[src/rtl/obf_seq_ctrl_pkg.sv]
// Shared types and parameter defaults for the obfuscation sequencer.
// Encodes the two sequencer states and the ppc/key widths used by obf_insngen.
package obf_seq_ctrl_pkg;

    localparam int OBF_PPC_WIDTH = 4;
    localparam int OBF_KEY_WIDTH = 8;

    typedef enum logic {
        OBF_SEQ_ST_IDLE  = 1'b0,
        OBF_SEQ_ST_ISSUE = 1'b1
    } seq_state_e;

endpackage

[src/rtl/obf_seq_ctrl.sv]
// Sequencer between IF and ID: holds one reference insn, walks ppc through obf_insngen
// until the last generated insn, and registers each generated insn towards decode.
module obf_seq_ctrl
    import obf_seq_ctrl_pkg::*;
#(
    parameter int PPC_W = OBF_PPC_WIDTH,
    parameter int KEY_W = OBF_KEY_WIDTH
) (
    input  logic             clk,
    input  logic             rst_n,
    input  logic             obf_en_i,
    input  logic             key_we_i,
    input  logic [KEY_W-1:0] key_i,
    input  logic             if_valid_i,
    input  logic [31:0]      if_insn_i,
    output logic             if_ready_o,
    input  logic             flush_i,
    output logic [31:0]      gen_ref_o,
    output logic [PPC_W-1:0] gen_ppc_o,
    output logic [KEY_W-1:0] gen_key_o,
    output logic             gen_en_o,
    input  logic [31:0]      gen_insn_i,
    input  logic             gen_last_i,
    input  logic             gen_skip_i,
    output logic             id_valid_o,
    output logic [31:0]      id_insn_o,
    input  logic             id_ready_i,
    output logic             busy_o,
    output logic             err_o
);

    seq_state_e       state_q, state_d;
    logic [31:0]      ref_q;
    logic             en_q;
    logic [PPC_W-1:0] ppc_q, ppc_d;
    logic [KEY_W-1:0] key_q, key_pend_q;
    logic             pend_q;
    logic             id_valid_q;
    logic [31:0]      id_insn_q;
    logic             err_q;

    logic             out_free;
    logic             accept;
    logic             step;
    logic             last_eff;
    logic             ovf;
    logic             key_apply;
    logic [PPC_W:0]   ppc_sum;

    assign out_free = !id_valid_q || id_ready_i;

    // ppc advance with saturation check: an extra top bit catches stepping past 2**PPC_W-1.
    always_comb begin
        ppc_sum  = {1'b0, ppc_q} + {{PPC_W{1'b0}}, 1'b1} + {{PPC_W{1'b0}}, gen_skip_i};
        ovf      = !gen_last_i && ppc_sum[PPC_W];
        last_eff = gen_last_i || ovf;
        ppc_d    = ppc_q;
        if (flush_i || accept) begin
            ppc_d = '0;
        end else if (step) begin
            ppc_d = ppc_sum[PPC_W-1:0];
        end
    end

    // NOTE: every signal driven here gets a default first so no latch is inferred.
    always_comb begin
        state_d = state_q;
        accept  = 1'b0;
        step    = 1'b0;
        if (!flush_i) begin
            unique case (state_q)
                OBF_SEQ_ST_IDLE: begin
                    if (if_valid_i) begin
                        accept  = 1'b1;
                        state_d = OBF_SEQ_ST_ISSUE;
                    end
                end
                OBF_SEQ_ST_ISSUE: begin
                    if (out_free) begin
                        step = 1'b1;
                        if (last_eff) begin
                            if (if_valid_i) begin
                                accept = 1'b1;
                            end else begin
                                state_d = OBF_SEQ_ST_IDLE;
                            end
                        end
                    end
                end
                default: state_d = OBF_SEQ_ST_IDLE;
            endcase
        end else begin
            state_d = OBF_SEQ_ST_IDLE;
        end
    end

    // A sequence boundary is the only point where a deferred key write may land.
    assign key_apply = (state_q == OBF_SEQ_ST_ISSUE) && ((state_d == OBF_SEQ_ST_IDLE) || accept);

    // NOTE: sequential state uses non-blocking assignments so every register samples pre-edge values.
    always_ff @(posedge clk or negedge rst_n) begin
        if (!rst_n) begin
            state_q    <= OBF_SEQ_ST_IDLE;
            ref_q      <= '0;
            en_q       <= 1'b0;
            ppc_q      <= '0;
            key_q      <= '0;
            key_pend_q <= '0;
            pend_q     <= 1'b0;
            id_valid_q <= 1'b0;
            id_insn_q  <= '0;
            err_q      <= 1'b0;
        end else begin
            state_q <= state_d;
            ppc_q   <= ppc_d;

            if (accept) begin
                ref_q <= if_insn_i;
                en_q  <= obf_en_i;
            end

            if (flush_i) begin
                id_valid_q <= 1'b0;
            end else if (step) begin
                id_valid_q <= 1'b1;
                id_insn_q  <= gen_insn_i;
            end else if (id_ready_i) begin
                id_valid_q <= 1'b0;
            end

            if (step && ovf) begin
                err_q <= 1'b1;
            end

            if (state_q == OBF_SEQ_ST_IDLE) begin
                if (key_we_i) begin
                    key_q <= key_i;
                end
            end else if (key_apply) begin
                if (key_we_i) begin
                    key_q <= key_i;
                end else if (pend_q) begin
                    key_q <= key_pend_q;
                end
                pend_q <= 1'b0;
            end else if (key_we_i) begin
                key_pend_q <= key_i;
                pend_q     <= 1'b1;
            end
        end
    end

    // Fetch must never see an accept while the core is held in reset.
    assign if_ready_o = rst_n && accept;
    assign busy_o     = (state_q == OBF_SEQ_ST_ISSUE);
    assign gen_ref_o  = ref_q;
    assign gen_ppc_o  = ppc_q;
    assign gen_key_o  = key_q;
    assign gen_en_o   = en_q;
    assign id_valid_o = id_valid_q;
    assign id_insn_o  = id_insn_q;
    assign err_o      = err_q;

endmodule

[config.mk]
export PLATFORM = sky130hd
export DESIGN_NAME = obf_seq_ctrl
export DESIGN_NICKNAME = d
export VERILOG_FILES = /design/src/rtl/obf_seq_ctrl_pkg.sv /design/src/rtl/obf_seq_ctrl.sv
export SDC_FILE = /design/constraint.sdc
export NUM_CORES = 1
export LEC_CHECK = 0
export BUFFER_PORTS_ARGS = -buffer_cell sky130_fd_sc_hd__buf_2
export CAP_MARGIN = 40
export CORE_ASPECT_RATIO = 0.75
export CORE_MARGIN = 4
export CORE_UTILIZATION = 50
export CTS_CLUSTER_DIAMETER = 200
export DETAILED_ROUTE_END_ITERATION = 8
export PLACE_DENSITY = 0.93
export SYNTH_ARGS = -nofsm -noshare
export SYNTH_HDL_FRONTEND = slang
export SYNTH_SLANG_ARGS = --single-unit
[constraint.sdc]
create_clock -name clk -period 2.7 [get_ports clk]
set_input_delay 0.27 -clock clk [delete_from_list [all_inputs] [get_ports clk]]
set_output_delay 0.27 -clock clk [all_outputs]
set_load 0.03 [all_outputs]
==> results of run 1 <==
[area by class of cell]
cell class | instances | share of cell area [%]
repair buffers | 168 | 18.0
well taps | 101 | 2.58
clock buffers | 10 | 2.81
multi-input cells | 199 | 29.5
clock inverters | 6 | 1.35
flip-flops and latches | 89 | 45.4
inverters | 4 | 0.306
[flip-flops by register name, summed over array words and instances, names as in the netlist]
| signal | cells |
|---|---|
| gen_ref_o | 32 |
| id_insn_o | 32 |
| gen_key_o | 8 |
| key_pend_q | 8 |
| gen_ppc_o | 4 |
| busy_o | 1 |
| err_o | 1 |
| gen_en_o | 1 |
| id_valid_o | 1 |
| pend_q | 1 |
[power breakdown]
part           switching (W)  internal [W]  leakage, nW
combinational       0.000697      0.000378         1.24
sequential          0.000127       0.00156         1.10
clock               0.000461      0.000456        0.107
[metrics by stage]
stage / util, % / instances
after floorplan: - / 319
after global placement: 63.3 / 559
after detailed placement: 63.7 / 560
after CTS: 66.6 / 577
after global routing: 66.6 / 577
final: 66.6 / 577
[placed cells by master (no fill, tap or decap), drive strengths merged, types with 2 or more instances in the layout]
| cell | n |
|---|---|
| clkinv | 4 |
| nor2 | 4 |
| nand2 | 33 |
| and2 | 2 |
| mux2 | 56 |
| a21o | 2 |
| clkbuf | 10 |
| nand3 | 34 |
| a221oi | 3 |
| inv | 5 |
| o21ai | 2 |
| o22ai | 33 |
| nor2b | 3 |
| a21oi | 6 |
| dfrtp | 89 |
| nand2b | 3 |
| and3 | 2 |
| buf | 167 |
| a211oi | 2 |
| a31oi | 3 |
| ha | 2 |
[kinds of logic (layout without fill, tap and decap cells)]
kind of cell | after synthesis | after routing | synth area share [%]
mux | 56 | 56 | 16.6
simple gates | 88 | 88 | 11.2
compound gates | 53 | 53 | 9.42
flops | 89 | 89 | 58.6
buf+inv | 31 | 188 | 3.46
fa+ha+maj | 2 | 2 | 0.659
[worst reg2reg max path, stage by stage (launching register included)]
cell      delay [ps]
dfrtp_1          380
inv_1             50
ha_1             200
inv_1             60
ha_1             230
nand3_1          170
a221oi_4         500
mux2_2           400
[worst paths after layout]
check                                     from       endpoint  slack, ps  cells after the start
min in group asynchronous                rst_n   gen_ref_o[4]        410                      2
worst max-delay path              gen_ppc_o[0]     if_ready_o        340                      8
max in group asynchronous                rst_n  key_pend_q[6]       1250                      3
worst max register to register    gen_ppc_o[0]   gen_key_o[0]        600                      7
worst min-delay path            gen_insn_i[27]  id_insn_o[27]        140                      2
worst min register to register           err_o          err_o        490                      1
[routing by layer]
metal	track usage (%)	wire (um)
met1	29.4	3790
met2	34.5	4750
met3	6.11	731
met4	7.80	193
met5	0	0
[repair_timing]
item                                    4_1_cts  5_1_grt
endpoints found under the hold margin        36        0
endpoints found under the setup margin        0        0
hold buffers                                  1        0
==> results.md, run 1 <==
| Step | Quantity | This run |
| --- | --- | --- |
| run status | Run status | finished, final reports clean |
| timing | Final setup margin | 339 ps |
| placement | Count of input and output buffers | 161 |
| global routing | Vias in the first global route | 3252 |
| clock tree | Clock slew seen by the registers of the worst setup and hold paths | 90 ps |
| synthesis | Number of standard cells after synthesis | 319 |
| synthesis | Flip-flop and latch count after synthesis | 89 |
| synthesis | Biggest area consumer among synthesized cells | dfrtp_1 |
| synthesis | Most instantiated library cell after synthesis | dfrtp_1 |
| critical path | Critical-path maximum fanout | 5 |
| clock tree | Post-CTS Setup Inserts | 0 |
| timing | Worst clock skew | 6.25 ps |
| global routing | Wire length of the first global-routing pass | 16.0 mm |
| cells and area | Area of the multi-input gates | 1450 um^2 |
| power | Worst-case vdd ir drop | 0.413 mV |
| floorplanning | Cell row count | 27 |
| timing | Minimum clock period | 2360 ps |
| clock tree | H-tree lvl count | 3 |
| floorplanning | Initial Util | 51.6% |
| critical path | Cell with the biggest individual delay on the critical path | dfrtp_1 |
| cells and area | Final antenna diode count | 0 |
| clock tree | Clock root cell | clkbuf_8 |
| cells and area | Area occupied by registers | 2230 um^2 |
| timing | RSZ-0062 raised after global routing | no |
| timing | WHS | 144 ps |
| placement | Worst-case setup slack after placement | 642 ps |
| timing | Final count of hold timing violations | 0 |
| global routing | Global-route usage over all layers | 22.0% |
| floorplanning | Total die area | 9070 um^2 |
| critical path | Data required time of the worst path | 2430 ps |
| floorplanning | IO Pins | 162 |
| floorplanning | Die Wd | 109 um |
| timing | Final slew viol count | 0 |
| synthesis | Number of synthesized flops with an enable pin | 0 |
| cells and area | Design Area, Final | 4900 um^2 |
| global routing | Largest net degree at the start of global routing | 54 |
| detailed routing | Via density per instance | 5.50 |
| critical path | Sort of element at the start of the critical path | flop |
| cells and area | Ratio of cells with drive above 1 in the final layout | 50.6% |
| floorplanning | Floorplan core area | 7360 um^2 |
| placement | Final GP Congestion | 0.829 |
| synthesis | Biggest area contributors in the synthesized netlist | dfrtp_1 (59%), mux2_2 (15%), o22ai_1 (5.4%), nand3_1 (4.5%), nand2_1 (3.3%) |
| detailed routing | Drt total wl | 9.47 mm |
| global routing | Initial antenna violation count | 0 |
| global routing | Grt total ovfl | 0 |
| placement | Cell area after placement | 4690 um^2 |
| power | Total power divided by cell area | 751 nW/um^2 |
| detailed routing | Number of nets with antenna violations after routing | 0 |
| synthesis | Most used DFF post-synth | dfrtp_1 |
| critical path | Worst Path Arrival | 2090 ps |
| clock tree | Clock net sink count | 89 |
| synthesis | Avg Cell Area, Syn | 11.9 um^2 |
| critical path | Worst Path Class, Setup | flop to primary output |
| synthesis | Sequential share of the synthesized area | 58.6% |
| hold path | Worst min path class | input pin to flop |
| synthesis | Post-synth design cell area | 3800 um^2 |
| detailed routing | TritonRoute pass-1 iters | 4 |
| cells and area | Fillers | 578 |
| timing | Relative max-transition margin | 53.6% |
| floorplanning | Die extent in y | 83.5 um |
| critical path | Largest incremental delay on the critical path | 380 ps |
| clock tree | Clock network latency to the later pin of the worst-skew pair | 340 ps |
| critical path | CP top delay family | adder cells |
| synthesis | Number of unique standard cell types used by synthesis | 33 |
| power | Leak pwr | 2.44 nW |
| synthesis | Post-synth top cells | dfrtp_1 (89), mux2_2 (52), nand3_1 (34), nand2_1 (33), o22ai_1 (33) |
| detailed routing | Wire length per cell | 16.4 um |
| timing | Share of the cycle needed by the critical path after routing | 87.4% |
| placement | Dpl hpwl | 6.85 mm |
| critical path | Worst-path cell chain | inv_1 > ha_1 > inv_1 > ha_1 > a31oi_1 > o21ai_0 > and3_1 > buf_2 |
| synthesis | Post-synth net total | 402 |
| critical path | Worst Path Buf+Inv | 3 |
| cells and area | Area delta synth->final | 29.1% |
| timing | Maximum frequency from static timing analysis | 424 MHz |
| flow run | Max-capacitance violation count | 0 |
| synthesis | Asr flop ratio synth | 100% |
| power | Design Power | 0.00368 W |
| clock tree | TritonCTS clock tree | yes |
| clock tree | Number of buffers created by CTS | 9 |
| detailed routing | Total via count in the routed design | 3176 |
| timing | Setup TNS Final | 0 ps |
| clock tree | Worst-case clock buffer depth | 2 |
| critical path | CP Capture Type | primary output |
| timing | Least-Margin Pin Slew | 695 ps |
| detailed routing | DR DRC count | 0 |
| timing | Final number of setup-violating endpoints | 0 |
| synthesis | Area share of the largest cell type after synthesis | 58.6% |
| clock tree | Post-CTS resize count | 0 |
| synthesis | Number of warnings printed during yosys synthesis | 0 |
| cells and area | Net count reported at finish | 554 |
| detailed routing | Number of design-rule violations left by the first detailed-router iteration | 208 |
No activity file was read; power rests on OpenSTA's default activity.
==> inputs of run 2 (changes only) <==
- CAP_MARGIN: 40 -> 20
- CORE_UTILIZATION: 50 -> 29
- PLACE_DENSITY: 0.93 -> 0.63
==> results.md, run 2 (synthesis gave the netlist of run 1 again) <==
| Step | Quantity | This run |
| --- | --- | --- |
| timing | RSZ-0062 raised after global routing | no |
| cells and area | Area of the multi-input gates | 1450 um^2 |
| placement | Count of input and output buffers | 161 |
| power | Leak pwr | 2.48 nW |
| critical path | Data required time of the worst path | 2430 ps |
| hold path | Hold path depth | 2 |
| clock tree | Clock network latency to the later pin of the worst-skew pair | 330 ps |
| critical path | Worst Path Class, Setup | flop to primary output |
| timing | Worst clock skew | 6.37 ps |
| timing | Share of the cycle needed by the critical path after routing | 86.2% |
| flow run | Max-capacitance violation count | 0 |
| clock tree | Clock root cell | clkbuf_16 |
| detailed routing | TritonRoute pass-1 iters | 4 |
| critical path | CP Capture Type | primary output |
| global routing | Global-route layer with the greatest usage | met2 |
| floorplanning | Cell row count | 35 |
| timing | Setup TNS Final | 0 ps |
| timing | Final number of setup-violating endpoints | 0 |
| detailed routing | DR DRC count | 0 |
| floorplanning | Die Wd | 140 um |
| critical path | Critical-path maximum fanout | 5 |
| cells and area | Area delta synth->final | 33.5% |
| global routing | Wire length of the first global-routing pass | 16.4 mm |
| floorplanning | Total die area | 15000 um^2 |
| timing | Maximum frequency from static timing analysis | 430 MHz |
| detailed routing | Drt total wl | 9.97 mm |
| run status | Run status | finished, final reports clean |
| floorplanning | IO Pins | 162 |
| cells and area | Number of cells in the finished layout apart from fillers | 640 |
| power | Total power divided by cell area | 805 nW/um^2 |
| cells and area | Most common cell after layout, fill and taps aside | buf_2 |
| global routing | Global-route usage over all layers | 13.5% |
| cells and area | Net count reported at finish | 553 |
| cells and area | Area occupied by registers | 2230 um^2 |
| timing | Relative max-transition margin | 34.9% |
| detailed routing | Number of design-rule violations left by the first detailed-router iteration | 148 |
| timing | Final count of hold timing violations | 0 |
| detailed routing | Total via count in the routed design | 3086 |
| global routing | Initial antenna violation count | 1 |
| timing | Minimum clock period | 2330 ps |
| placement | Worst-case setup slack after placement | 607 ps |
| clock tree | Clock slew seen by the registers of the worst setup and hold paths | 60 ps |
| timing | Final slew viol count | 0 |
| floorplanning | Die extent in y | 107 um |
| global routing | Vias in the first global route | 3101 |
| global routing | Met1 usage in global routing | 18.1% |
| timing | Final setup margin | 373 ps |
| global routing | Met2 usage in global routing | 20.4% |
| clock tree | Number of buffers created by CTS | 9 |
| clock tree | Clock net sink count | 89 |
| power | Worst-case vdd ir drop | 0.345 mV |
| placement | Number of cells after detailed placement | 624 |
| cells and area | Ratio of cells with drive above 1 in the final layout | 50.4% |
| global routing | Grt total ovfl | 0 |
| clock tree | Post-CTS Setup Inserts | 0 |
| detailed routing | Number of nets with antenna violations after routing | 0 |
| clock tree | H-tree lvl count | 3 |
| global routing | Met3 GRT Util | 5.17% |
| clock tree | Worst-case clock buffer depth | 2 |
| critical path | Worst Path Arrival | 2060 ps |
| critical path | FF-to-FF path depth | 3 |
| cells and area | Final antenna diode count | 0 |
| global routing | Largest net degree at the start of global routing | 55 |
| cells and area | Fillers | 1236 |
| clock tree | Post-CTS resize count | 0 |
| clock tree | Number of buffers added to fix hold violations after cts | 1 |
| timing | Least-Margin Pin Slew | 974 ps |
| detailed routing | Via density per instance | 4.82 |
| critical path | Sort of element at the start of the critical path | flop |
| placement | Final GP Congestion | 0.762 |
| detailed routing | Wire length per cell | 15.6 um |
| hold path | Worst min path class | input pin to flop |
| clock tree | TritonCTS clock tree | yes |
| cells and area | Most frequent cells in the layout | buf_2 (160), dfrtp_1 (89), mux2_2 (52), nand3_1 (34) |
| floorplanning | Initial Util | 30.3% |
| floorplanning | Floorplan core area | 12500 um^2 |
| placement | Dpl hpwl | 7.10 mm |
run 2: cell types whose count changed in the layout (fill, tap and decap cells not counted), sizes merged:
cell	before	now
clkinv	4	2
buf	167	166
bufinv	1	2
run 2: report_power, final:
part	switching, W	internal (W)
Sequential	0.000125	0.00157
Clock	0.000498	0.000831
Combinational	0.000687	0.000374
Total	0.00131	0.00277
run 2: layout make-up:
cell class	count	area share [%]
clock inverters	5	1.55
flip-flops and latches	89	43.9
inverters	4	0.296
repair buffers	167	16.9
well taps	166	4.10
multi-input cells	199	28.5
clock buffers	10	4.71
run 2: path summary, 6_finish.rpt:
kind                       slack, ps      startpoint            end
max in group asynchronous       1180           rst_n  id_insn_o[21]
max reg2reg                      580          busy_o  key_pend_q[4]
min                              160  gen_insn_i[27]  id_insn_o[27]
max                              370    gen_ppc_o[0]     if_ready_o
min reg2reg                      460           err_o          err_o
min in group asynchronous        460           rst_n  gen_ref_o[20]
run 2: stage by stage:
step | util (%) | hold WS (ps) | area [um^2] | power [W]
after floorplan | - | -25.6 | 3800 | 0.00240
after CTS | 40.5 | 137 | 5070 | 0.00415
after detailed placement | 37.9 | 259 | 4740 | 0.00279
final | 40.5 | 159 | 5070 | 0.00408
after global placement | 37.9 | 256 | 4740 | 0.00276
after global routing | 40.5 | 149 | 5070 | 0.00430
run 2: per-layer routing:
layer | up-vias | share of wire [%]
met1 | 1505 | 46
met3 | 14 | 7.9
met4 | 2 | 1.4
li1 | 1444 | -
met2 | 121 | 45
met5 | - | 0.070
run 2: critical path, stage by stage, from the launching register on:
cell and delay (ps):
dfrtp_1 400, inv_1 60, ha_1 160, inv_1 50, ha_1 230, a31oi_1 280, o21ai_0 150, and3_1 220
buf_2 190
